### src/rtl/otter_pkg.sv
// Shared definitions for the OTTER fetch path: PC source encodings,
// fetch FSM states and the default reset vector.
package otter_pkg;

  localparam logic [2:0] PC_SEQ  = 3'd0;
  localparam logic [2:0] PC_JAL  = 3'd1;
  localparam logic [2:0] PC_BR   = 3'd2;
  localparam logic [2:0] PC_JALR = 3'd3;
  localparam logic [2:0] PC_TRAP = 3'd4;
  localparam logic [2:0] PC_MRET = 3'd5;

  localparam logic [31:0] RESET_VEC_DEFAULT = 32'h0000_0000;

  typedef enum logic [1:0] {
    S_IDLE = 2'd0,
    S_REQ  = 2'd1,
    S_WAIT = 2'd2,
    S_HOLD = 2'd3
  } fetch_state_e;

  function automatic logic [31:0] word_align(input logic [31:0] addr);
    return {addr[31:2], 2'b00};
  endfunction

endpackage

### src/rtl/otter_pc_target_mux.sv
// Combinational redirect decode: picks the target for the requested PC source,
// decides whether the redirect is taken and whether it must be rejected as misaligned.
module otter_pc_target_mux
  import otter_pkg::*;
#(
  parameter bit ALIGN_CHECK = 1'b1
) (
  input  logic        redirect_valid_i,
  input  logic [2:0]  pc_sel_i,
  input  logic        branch_taken_i,
  input  logic [31:0] jal_addr_i,
  input  logic [31:0] branch_addr_i,
  input  logic [31:0] jalr_addr_i,
  input  logic [31:0] trap_vec_i,
  input  logic [31:0] epc_i,
  output logic        redirect_o,
  output logic        misalign_o,
  output logic [31:0] target_o
);

  logic take;
  logic check_align;
  logic misaligned;

  always_comb begin
    take        = 1'b0;
    check_align = 1'b0;
    target_o    = 32'h0000_0000;
    case (pc_sel_i)
      PC_JAL: begin
        take        = 1'b1;
        check_align = 1'b1;
        target_o    = jal_addr_i;
      end
      PC_BR: begin
        take        = branch_taken_i;
        check_align = 1'b1;
        target_o    = branch_addr_i;
      end
      PC_JALR: begin
        take        = 1'b1;
        check_align = 1'b1;
        target_o    = jalr_addr_i;
      end
      // Trap and return targets are forced to word alignment, so never rejected
      PC_TRAP: begin
        take     = 1'b1;
        target_o = word_align(trap_vec_i);
      end
      PC_MRET: begin
        take     = 1'b1;
        target_o = word_align(epc_i);
      end
      default: take = 1'b0;
    endcase
    take       = take & redirect_valid_i;
    misaligned = ALIGN_CHECK && check_align && (target_o[1:0] != 2'b00);
    redirect_o = take & ~misaligned;
    misalign_o = take & misaligned;
  end

endmodule

### src/rtl/otter_pc_sequencer.sv
// OTTER program counter and fetch sequencer: single-outstanding imem handshake,
// one held instruction toward decode, redirects kill any in-flight response.
module otter_pc_sequencer
  import otter_pkg::*;
#(
  parameter logic [31:0] RESET_VEC   = RESET_VEC_DEFAULT,
  parameter bit          ALIGN_CHECK = 1'b1
) (
  input  logic        clk,
  input  logic        rst,
  input  logic        redirect_valid,
  input  logic [2:0]  pc_sel,
  input  logic        branch_taken,
  input  logic [31:0] jal_addr,
  input  logic [31:0] branch_addr,
  input  logic [31:0] jalr_addr,
  input  logic [31:0] trap_vec,
  input  logic [31:0] epc,
  output logic        imem_req,
  output logic [31:0] imem_addr,
  input  logic        imem_gnt,
  input  logic        imem_rvalid,
  input  logic [31:0] imem_rdata,
  output logic        instr_valid,
  input  logic        instr_ready,
  output logic [31:0] instr,
  output logic [31:0] instr_pc,
  output logic [31:0] pc,
  output logic        misalign_exc,
  output logic [31:0] misalign_addr
);

  fetch_state_e state_q, state_d;
  logic [31:0]  pc_q, pc_d;
  logic [31:0]  instr_q, instr_d;
  logic [31:0]  instr_pc_q, instr_pc_d;
  logic [31:0]  misalign_addr_q, misalign_addr_d;
  logic         misalign_exc_q, misalign_exc_d;
  logic         kill_q, kill_d;

  logic         tgt_redirect;
  logic         tgt_misalign;
  logic [31:0]  tgt_addr;

  otter_pc_target_mux #(
    .ALIGN_CHECK(ALIGN_CHECK)
  ) u_target_mux (
    .redirect_valid_i(redirect_valid),
    .pc_sel_i        (pc_sel),
    .branch_taken_i  (branch_taken),
    .jal_addr_i      (jal_addr),
    .branch_addr_i   (branch_addr),
    .jalr_addr_i     (jalr_addr),
    .trap_vec_i      (trap_vec),
    .epc_i           (epc),
    .redirect_o      (tgt_redirect),
    .misalign_o      (tgt_misalign),
    .target_o        (tgt_addr)
  );

  always_ff @(posedge clk or posedge rst) begin
    if (rst) begin
      state_q         <= S_IDLE;
      pc_q            <= RESET_VEC;
      kill_q          <= 1'b0;
      instr_q         <= 32'h0000_0000;
      instr_pc_q      <= 32'h0000_0000;
      misalign_exc_q  <= 1'b0;
      misalign_addr_q <= 32'h0000_0000;
    end else begin
      state_q         <= state_d;
      pc_q            <= pc_d;
      kill_q          <= kill_d;
      instr_q         <= instr_d;
      instr_pc_q      <= instr_pc_d;
      misalign_exc_q  <= misalign_exc_d;
      misalign_addr_q <= misalign_addr_d;
    end
  end

  always_comb begin
    state_d         = state_q;
    pc_d            = pc_q;
    kill_d          = kill_q;
    instr_d         = instr_q;
    instr_pc_d      = instr_pc_q;
    misalign_exc_d  = tgt_misalign;
    misalign_addr_d = tgt_misalign ? tgt_addr : misalign_addr_q;
    if (tgt_redirect) begin
      pc_d = tgt_addr;
    end
    case (state_q)
      S_IDLE: state_d = S_REQ;
      S_REQ: begin
        if (imem_gnt) begin
          state_d = S_WAIT;
          kill_d  = tgt_redirect;
        end
      end
      S_WAIT: begin
        // A response belonging to a redirected-away PC is dropped and refetched
        if (imem_rvalid) begin
          if (kill_q || tgt_redirect) begin
            kill_d  = 1'b0;
            state_d = S_REQ;
          end else begin
            instr_d    = imem_rdata;
            instr_pc_d = pc_q;
            state_d    = S_HOLD;
          end
        end else if (tgt_redirect) begin
          kill_d = 1'b1;
        end
      end
      S_HOLD: begin
        if (tgt_redirect) begin
          state_d = S_REQ;
        end else if (instr_ready) begin
          pc_d    = pc_q + 32'd4;
          state_d = S_REQ;
        end
      end
      default: state_d = S_IDLE;
    endcase
  end

  always_comb begin
    imem_req      = (state_q == S_REQ);
    imem_addr     = pc_q;
    instr_valid   = (state_q == S_HOLD);
    instr         = instr_q;
    instr_pc      = instr_pc_q;
    pc            = pc_q;
    misalign_exc  = misalign_exc_q;
    misalign_addr = misalign_addr_q;
  end

endmodule

### config.mk
export PLATFORM = sky130hd
export DESIGN_NAME = otter_pc_sequencer
export DESIGN_NICKNAME = d
export VERILOG_FILES = /design/src/rtl/otter_pkg.sv /design/src/rtl/otter_pc_target_mux.sv /design/src/rtl/otter_pc_sequencer.sv
export SDC_FILE = /design/constraint.sdc
export NUM_CORES = 1
export LEC_CHECK = 0
export CAP_MARGIN = 20
export CORE_AREA = 2 2 142 144
export CTS_CLUSTER_SIZE = 25
export DETAILED_ROUTE_END_ITERATION = 7
export DIE_AREA = 0 0 144 146
export DONT_BUFFER_PORTS = 1
export SLEW_MARGIN = 20
export SYNTH_ARGS = -nofsm -noshare
export SYNTH_HDL_FRONTEND = slang
export SYNTH_SLANG_ARGS = --single-unit
### constraint.sdc
create_clock -name clk -period 6.4 [get_ports clk]
set_clock_uncertainty 0.15 [all_clocks]
set_input_delay 1.28 -clock clk [delete_from_list [all_inputs] [get_ports clk]]
set_output_delay 1.28 -clock clk [all_outputs]
set_load 0.02 [all_outputs]
* Word level (Yosys, flattened, before mapping)
Cells that the tools add are included.
** Word-level totals
- Register bits after elaboration :: 132
- Bits of input ports :: 202
- Output and inout port bits :: 163
- Word-level logic and storage cells :: 54
** Operators by class
- Add/subtract/negate cells :: 1
- Equality and inequality tests :: 13
- Mux-type cells :: 18
- Bitwise gates (word level) :: 5
- Reductions and logical operators :: 10
** Operators by type and width (count)
- $pmux W32 S5 :: 1
- $mux W32 :: 4
- $add A32 B3 Y32 const B :: 1
- $mux W2 :: 5
- $pmux W2 S4 :: 1
- $eq A3 B2 Y1 const B :: 2
- $eq A3 B3 Y1 const B :: 2
- $ne A3 B3 Y1 const B :: 2
- $reduce_and A3 Y1 :: 2
- $mux W1 :: 5
- $eq A2 B2 Y1 const B :: 2
- $pmux W1 S2 :: 2
- $reduce_and A4 Y1 :: 1
- $reduce_bool A2 Y1 :: 2
- $reduce_or A4 Y1 :: 1
- $and A1 B1 Y1 :: 3
- $eq A3 B1 Y1 const B :: 1
- $ne A3 B1 Y1 const B :: 1
- $reduce_or A3 Y1 :: 1
- $eq A2 B1 Y1 const B :: 1
- $logic_not A2 Y1 :: 1
- $ne A2 B1 Y1 const B :: 1
- $ne A2 B2 Y1 const B :: 1
- $not A1 Y1 :: 2
- other kinds (2) :: 2

* Depth between registers and ports, before layout
- Depth in word-level cells :: 10
- Depth in mapped cells :: 9
- Depth with buffers taken out :: 7

* Modules after synthesis
From an unflattened synthesis, not the netlist that was laid out.
** Unflattened totals
- Cell total of the unflattened synthesis :: 593
- Area total of the unflattened synthesis :: 6962.9 sq um
** By module, submodules not included
- otter_pc_sequencer :: times used 1, cells each 470, area an instance 5858.1 sq um
- otter_pc_target_mux :: times used 1, cells each 123, area an instance 1104.8 sq um

* Worst setup path before layout
Ideal clock, no wire load.
- Path kind :: input to register
- Start point :: input pc_sel[1]
- End point :: register state_q[1]
- Data arrival time :: 3020 ps
- Required time :: 6125 ps
- Slack :: 3105 ps
- Stages :: 8
- Path buffers :: 2
- Cells stage by stage :: buf_6 mux2_4 a22o_1 o221ai_2 nand3_1 buf_2 a31oi_2 mux2_2
** On the way
- Cells in the longest elaborated chain, start to end :: 10
- Elaborated cells between the ends (all ways) :: 22
** Ends and longest elaborated chain
- start: declaration :: RTL line otter_pc_sequencer.sv:12 : input logic [2:0] pc_sel,
- $eq A3 B3 Y1, or another cell as far along :: RTL line otter_pc_target_mux.sv:29 : case (pc_sel_i)
- $pmux W32 S5 or $reduce_or A3 Y1 (tied branches)
- $reduce_bool A2 Y1 or $mux W1 (tied branches) :: RTL line otter_pc_target_mux.sv:57, otter_pc_target_mux.sv:29
- $logic_and A1 B1 Y1 :: RTL line otter_pc_target_mux.sv:57 : misaligned = ALIGN_CHECK && check_align && (target_o[1:0] != 2'b00);
- $not A1 Y1 :: RTL line otter_pc_target_mux.sv:58 : redirect_o = take & ~misaligned;
- $and A1 B1 Y1 * :: RTL line otter_pc_target_mux.sv:58
- $logic_or A1 B1 Y1 :: RTL line otter_pc_sequencer.sv:103 : if (kill_q || tgt_redirect) begin
- $mux W2 :: RTL line otter_pc_sequencer.sv:103
- $mux W2 :: RTL line otter_pc_sequencer.sv:102 : if (imem_rvalid) begin
- $pmux W2 S4 :: RTL line otter_pc_sequencer.sv:92 : case (state_q)
- end signal: assignment :: RTL line otter_pc_sequencer.sv:71 : state_q <= state_d;
- end: declaration :: RTL line otter_pc_sequencer.sv:33 : fetch_state_e state_q, state_d;
Mark *: on every way between the ends. The rest lies on a longest branch, timed or not. The select of a mux whose other input is x is not followed.
A chain may end at the register's enable or synchronous reset.

* Final worst setup path
- Start point :: input pc_sel[1]
- End point :: register instr_pc_q[10], in the netlist instr_pc[10]
** On the way
- Cells in the longest elaborated chain, start to end :: 9
- Elaborated cells between the ends (all ways) :: 18
** Ends and longest elaborated chain
- $eq A3 B3 Y1, or another cell as far along :: RTL line otter_pc_target_mux.sv:29
- $pmux W32 S5 or $reduce_or A3 Y1 (tied branches)
- $reduce_bool A2 Y1 or $mux W1 (tied branches) :: RTL line otter_pc_target_mux.sv:57, otter_pc_target_mux.sv:29
- $logic_and A1 B1 Y1 :: RTL line otter_pc_target_mux.sv:57
- $not A1 Y1 :: RTL line otter_pc_target_mux.sv:58
- $and A1 B1 Y1 * :: RTL line otter_pc_target_mux.sv:58
- $logic_or A1 B1 Y1 * :: RTL line otter_pc_sequencer.sv:103
- $not A1 Y1 (no line) *
- $reduce_and A3 Y1 (no line) *
- end signal: assignment :: RTL line otter_pc_sequencer.sv:75 : instr_pc_q <= instr_pc_d;
- end: declaration :: RTL line otter_pc_sequencer.sv:36 : logic [31:0] instr_pc_q, instr_pc_d;
Mark *: on every way between the ends. The rest lies on a longest branch, timed or not.

==> results.json <==
{
  "seqCellArea_um2": 3303,
  "grt.overflow.total": 0,
  "cp.buffers_inverters": 1,
  "power_density_nw_per_um2": 430.8,
  "finalHoldViolations": 0,
  "diodes": 0,
  "path_max_fanout": 64,
  "outcome": "finished, final reports clean",
  "drc": 0,
  "swShare_pct": 36.62,
  "cts_buffers": 17,
  "drive_gt1_share_pct": 17.90,
  "yosysWarnings": 0,
  "maxSlewHeadroom_pct": 33.32,
  "hp-class": "reg -> reg",
  "leakage_uw": 0.003460,
  "setup_viol": 0,
  "portBuffers": 0,
  "slew_viol_final": 0,
  "clk_path_buf_depth": 2,
  "cts.reportedPaths.clkPinSlew_ns": 0.06,
  "io_pins": 365,
  "required_ns": 6.54,
  "grt_pass1_wl_um": 31330,
  "drtIter0Drc": 226,
  "cts-root-buf": "clkbuf_16",
  "clkSinkCount": 132,
  "rows": 51,
  "die-area_um2": 21020,
  "dr_total_vias": 5021,
  "cpPeakStageDelay_ns": 0.65,
  "vias_per_cell": 5.567,
  "multiInputGateArea_um2": 3346,
  "crit_chain": "nand2b_2 > o21ai_0 > nand2_1 > nor2b_4 > nor3_4 > buf_4 > mux2_2",
  "cp-end-kind": "register",
  "place.detailed.hpwl_um": 16720,
  "grt_setup_unrepaired": "no",
  "cts_tree": "done",
  "ctsResizeCount": 0,
  "gp_congestion": 0.8655,
  "postCtsHoldBufs": 0,
  "maxCapViolations": 0,
  "initial_core_util_pct": 36.87,
  "ys_seq_area_share_pct": 46.34,
  "vdd_ir_drop_max_v": 0.0001833,
  "syn_area_um2": 7128,
  "die_w_um": 144,
  "syn2layout_area_growth_pct": 8.566,
  "avgSynthCellArea_um2": 10.62,
  "worstHoldStart": "state_q[1]",
  "cts_setup_buffers": 0,
  "crit_family": "simple AND/OR/NAND/NOR gates",
  "drt-pass1-iter-count": 5,
  "postRouteAntennaNets": 0,
  "chipHeight_um": 146,
  "yosys_register_bits": 132,
  "timing.fmax_ghz": 0.2796,
  "power_frac_clock_pct": 33.3,
  "post-route-min-period_ns": 3.577,
  "nNetsFinal": 832,
  "h-tree-depth": 4,
  "wirelength_um": 21340,
  "finalCritPeriodShare_pct": 55.88,
  "worst_path_max_delay_cell": "buf_4",
  "critPathKind": "in -> reg",
  "p_sw_uw": 1221,
  "synth_cell_types": 41,
  "intPower_uw": 2113,
  "core_um2": 19330,
  "worstPathArrival_ns": 3.72,
  "pwr-share-comb_pct": 15.8,
  "antenna_found_initial": 1,
  "fill_cells": 1881,
  "fin_util_pct": 40.02,
  "tightest_slew_ns": 1.000,
  "postSynthCellCount": 671,
  "gr-usage-all-layers_pct": 19.86,
  "reg2reg_from": "imem_addr[14]",
  "clk_latency_ns": 0.41,
  "final.setup.tns_ns": 0,
  "power_frac_seq_pct": 50.9,
  "syn_nets": 879,
  "startpoint_type": "input port",
  "grt_max_degree": 71,
  "startpoint": "pc_sel[1]",
  "first_global_vias": 5117,
  "wl_per_cell_um": 23.66
}
sequential cells by signal (all words and copies together) (netlist names):
| register | count |
|---|---|
| kill_q | 1 |
| instr | 32 |
| misalign_addr | 32 |
| misalign_exc | 1 |
| instr_pc | 32 |
| state_q | 2 |
| imem_addr | 32 |
layer usage:
metal	up-vias	part of all wire [%]	track usage (%)
met5	-	0.056	0
met4	2	1.4	5.294
met3	24	8.5	6.088
met2	298	48	33.31
met1	2429	42	24.70
li1	2268	-	-
synth_stat cells, drive strengths merged:
library cell / instances / area share (%)
nand2: 88 / 4.6
nor3: 5 / 0.51
or2: 3 / 0.26
mux2i: 66 / 9.3
nor2: 5 / 0.26
nand4: 10 / 0.88
ha: 6 / 1.1
a31oi: 2 / 0.26
xor2: 10 / 1.2
nand2b: 3 / 0.26
nand3: 13 / 0.91
a22oi: 4 / 0.42
clkbuf: 19 / 1.0
and2: 1 / 0.088
o22ai: 25 / 2.2
and2b: 1 / 0.11
xnor2: 19 / 2.3
o221ai: 8 / 1.1
nor2b: 4 / 0.46
dfrtp: 132 / 46
a21oi: 24 / 1.7
or3: 1 / 0.088
o21ai: 58 / 4.1
inv: 10 / 0.53
and4: 1 / 0.12
nor4: 1 / 0.088
and3: 7 / 0.61
o21bai: 21 / 2.2
buf: 52 / 5.4
a211oi: 2 / 0.21
mux2: 67 / 11
a22o: 2 / 0.25
nor3b: 1 / 0.11
per-stage QoR:
stage          setup slack [ns]  instances  instance area, um2  power (uW)  hold WS [ns]
6_report                  2.823        902                7739        3334        0.4265
5_1_grt                   2.677        902                7739        3508        0.4799
4_1_cts                   2.389        902                7736        3370        0.4318
3_5_place_dp              1.949        870                7058        2245        0.4171
3_3_place_gp              2.066        870                7058        2204        0.4020
2_1_floorplan             1.444        671                7128        2120        0.3839
layout by cell type (no fill, tap or decap), types with 5 or more instances in the layout:
master / n
xor2_1: 10
a21oi_1: 24
o21bai_1: 21
nand2_1: 88
dfrtp_1: 132
mux2_2: 57
nand3_1: 12
buf_4: 5
and3_1: 7
clkbuf_16: 17
inv_1: 9
nor2_1: 5
nand4_1: 10
mux2_4: 10
bufinv_16: 6
o22ai_1: 25
o21ai_0: 58
xnor2_1: 19
ha_1: 6
o221ai_1: 7
mux2i_1: 66
final cells by class:
type | instances | share of cell area, %
multi-input cells | 458 | 43.23
flip-flops and latches | 132 | 42.68
clock buffers | 18 | 5.546
well taps | 265 | 4.285
clock inverters | 14 | 3.217
inverters | 10 | 0.5497
repair buffers | 5 | 0.4850
worst reg2reg max path, delay by kind of cell, from the launching register on:
family | cells | cell delay (ns)
DFF | 1 | 0.75
and+or+nand+nor | 4 | 1.24
xor gates and xnor gates | 1 | 0.18
muxes | 1 | 0.16
cell families after synthesis:
family                     Yosys count  share of synthesized area [%]
AOI/OAI and AO/OA                  146                          12.37
and+or+nand+nor                    144                          9.391
muxes                              133                          20.38
DFF                                132                          46.34
buffers and inverters               81                          6.898
xor gates and xnor gates            29                          3.563
adders and majority gates            6                          1.053
power by group through the flow:
stage          clock (uW)  combinational [uW]  sequential, uW
2_1_floorplan           0                 552            1570
3_3_place_gp            0                 502            1700
3_5_place_dp            0                 528            1720
4_1_cts              1140                 530            1700
5_1_grt              1180                 586            1740
6_report             1110                 527            1700
path summary, 6_finish.rpt:
check | endpoint | slack [ns] | cells past startpoint
worst max register to register | imem_addr[31] | 3.84 | 6
min in group asynchronous | instr_pc[17] | 0.63 | 1
max in group asynchronous | imem_addr[16] | 4.13 | 2
worst max-delay path | instr_pc[10] | 2.82 | 7
worst min-delay path | state_q[1] | 0.43 | 1
worst min register to register | state_q[1] | 0.43 | 1
(Power assumes the default switching activity.)
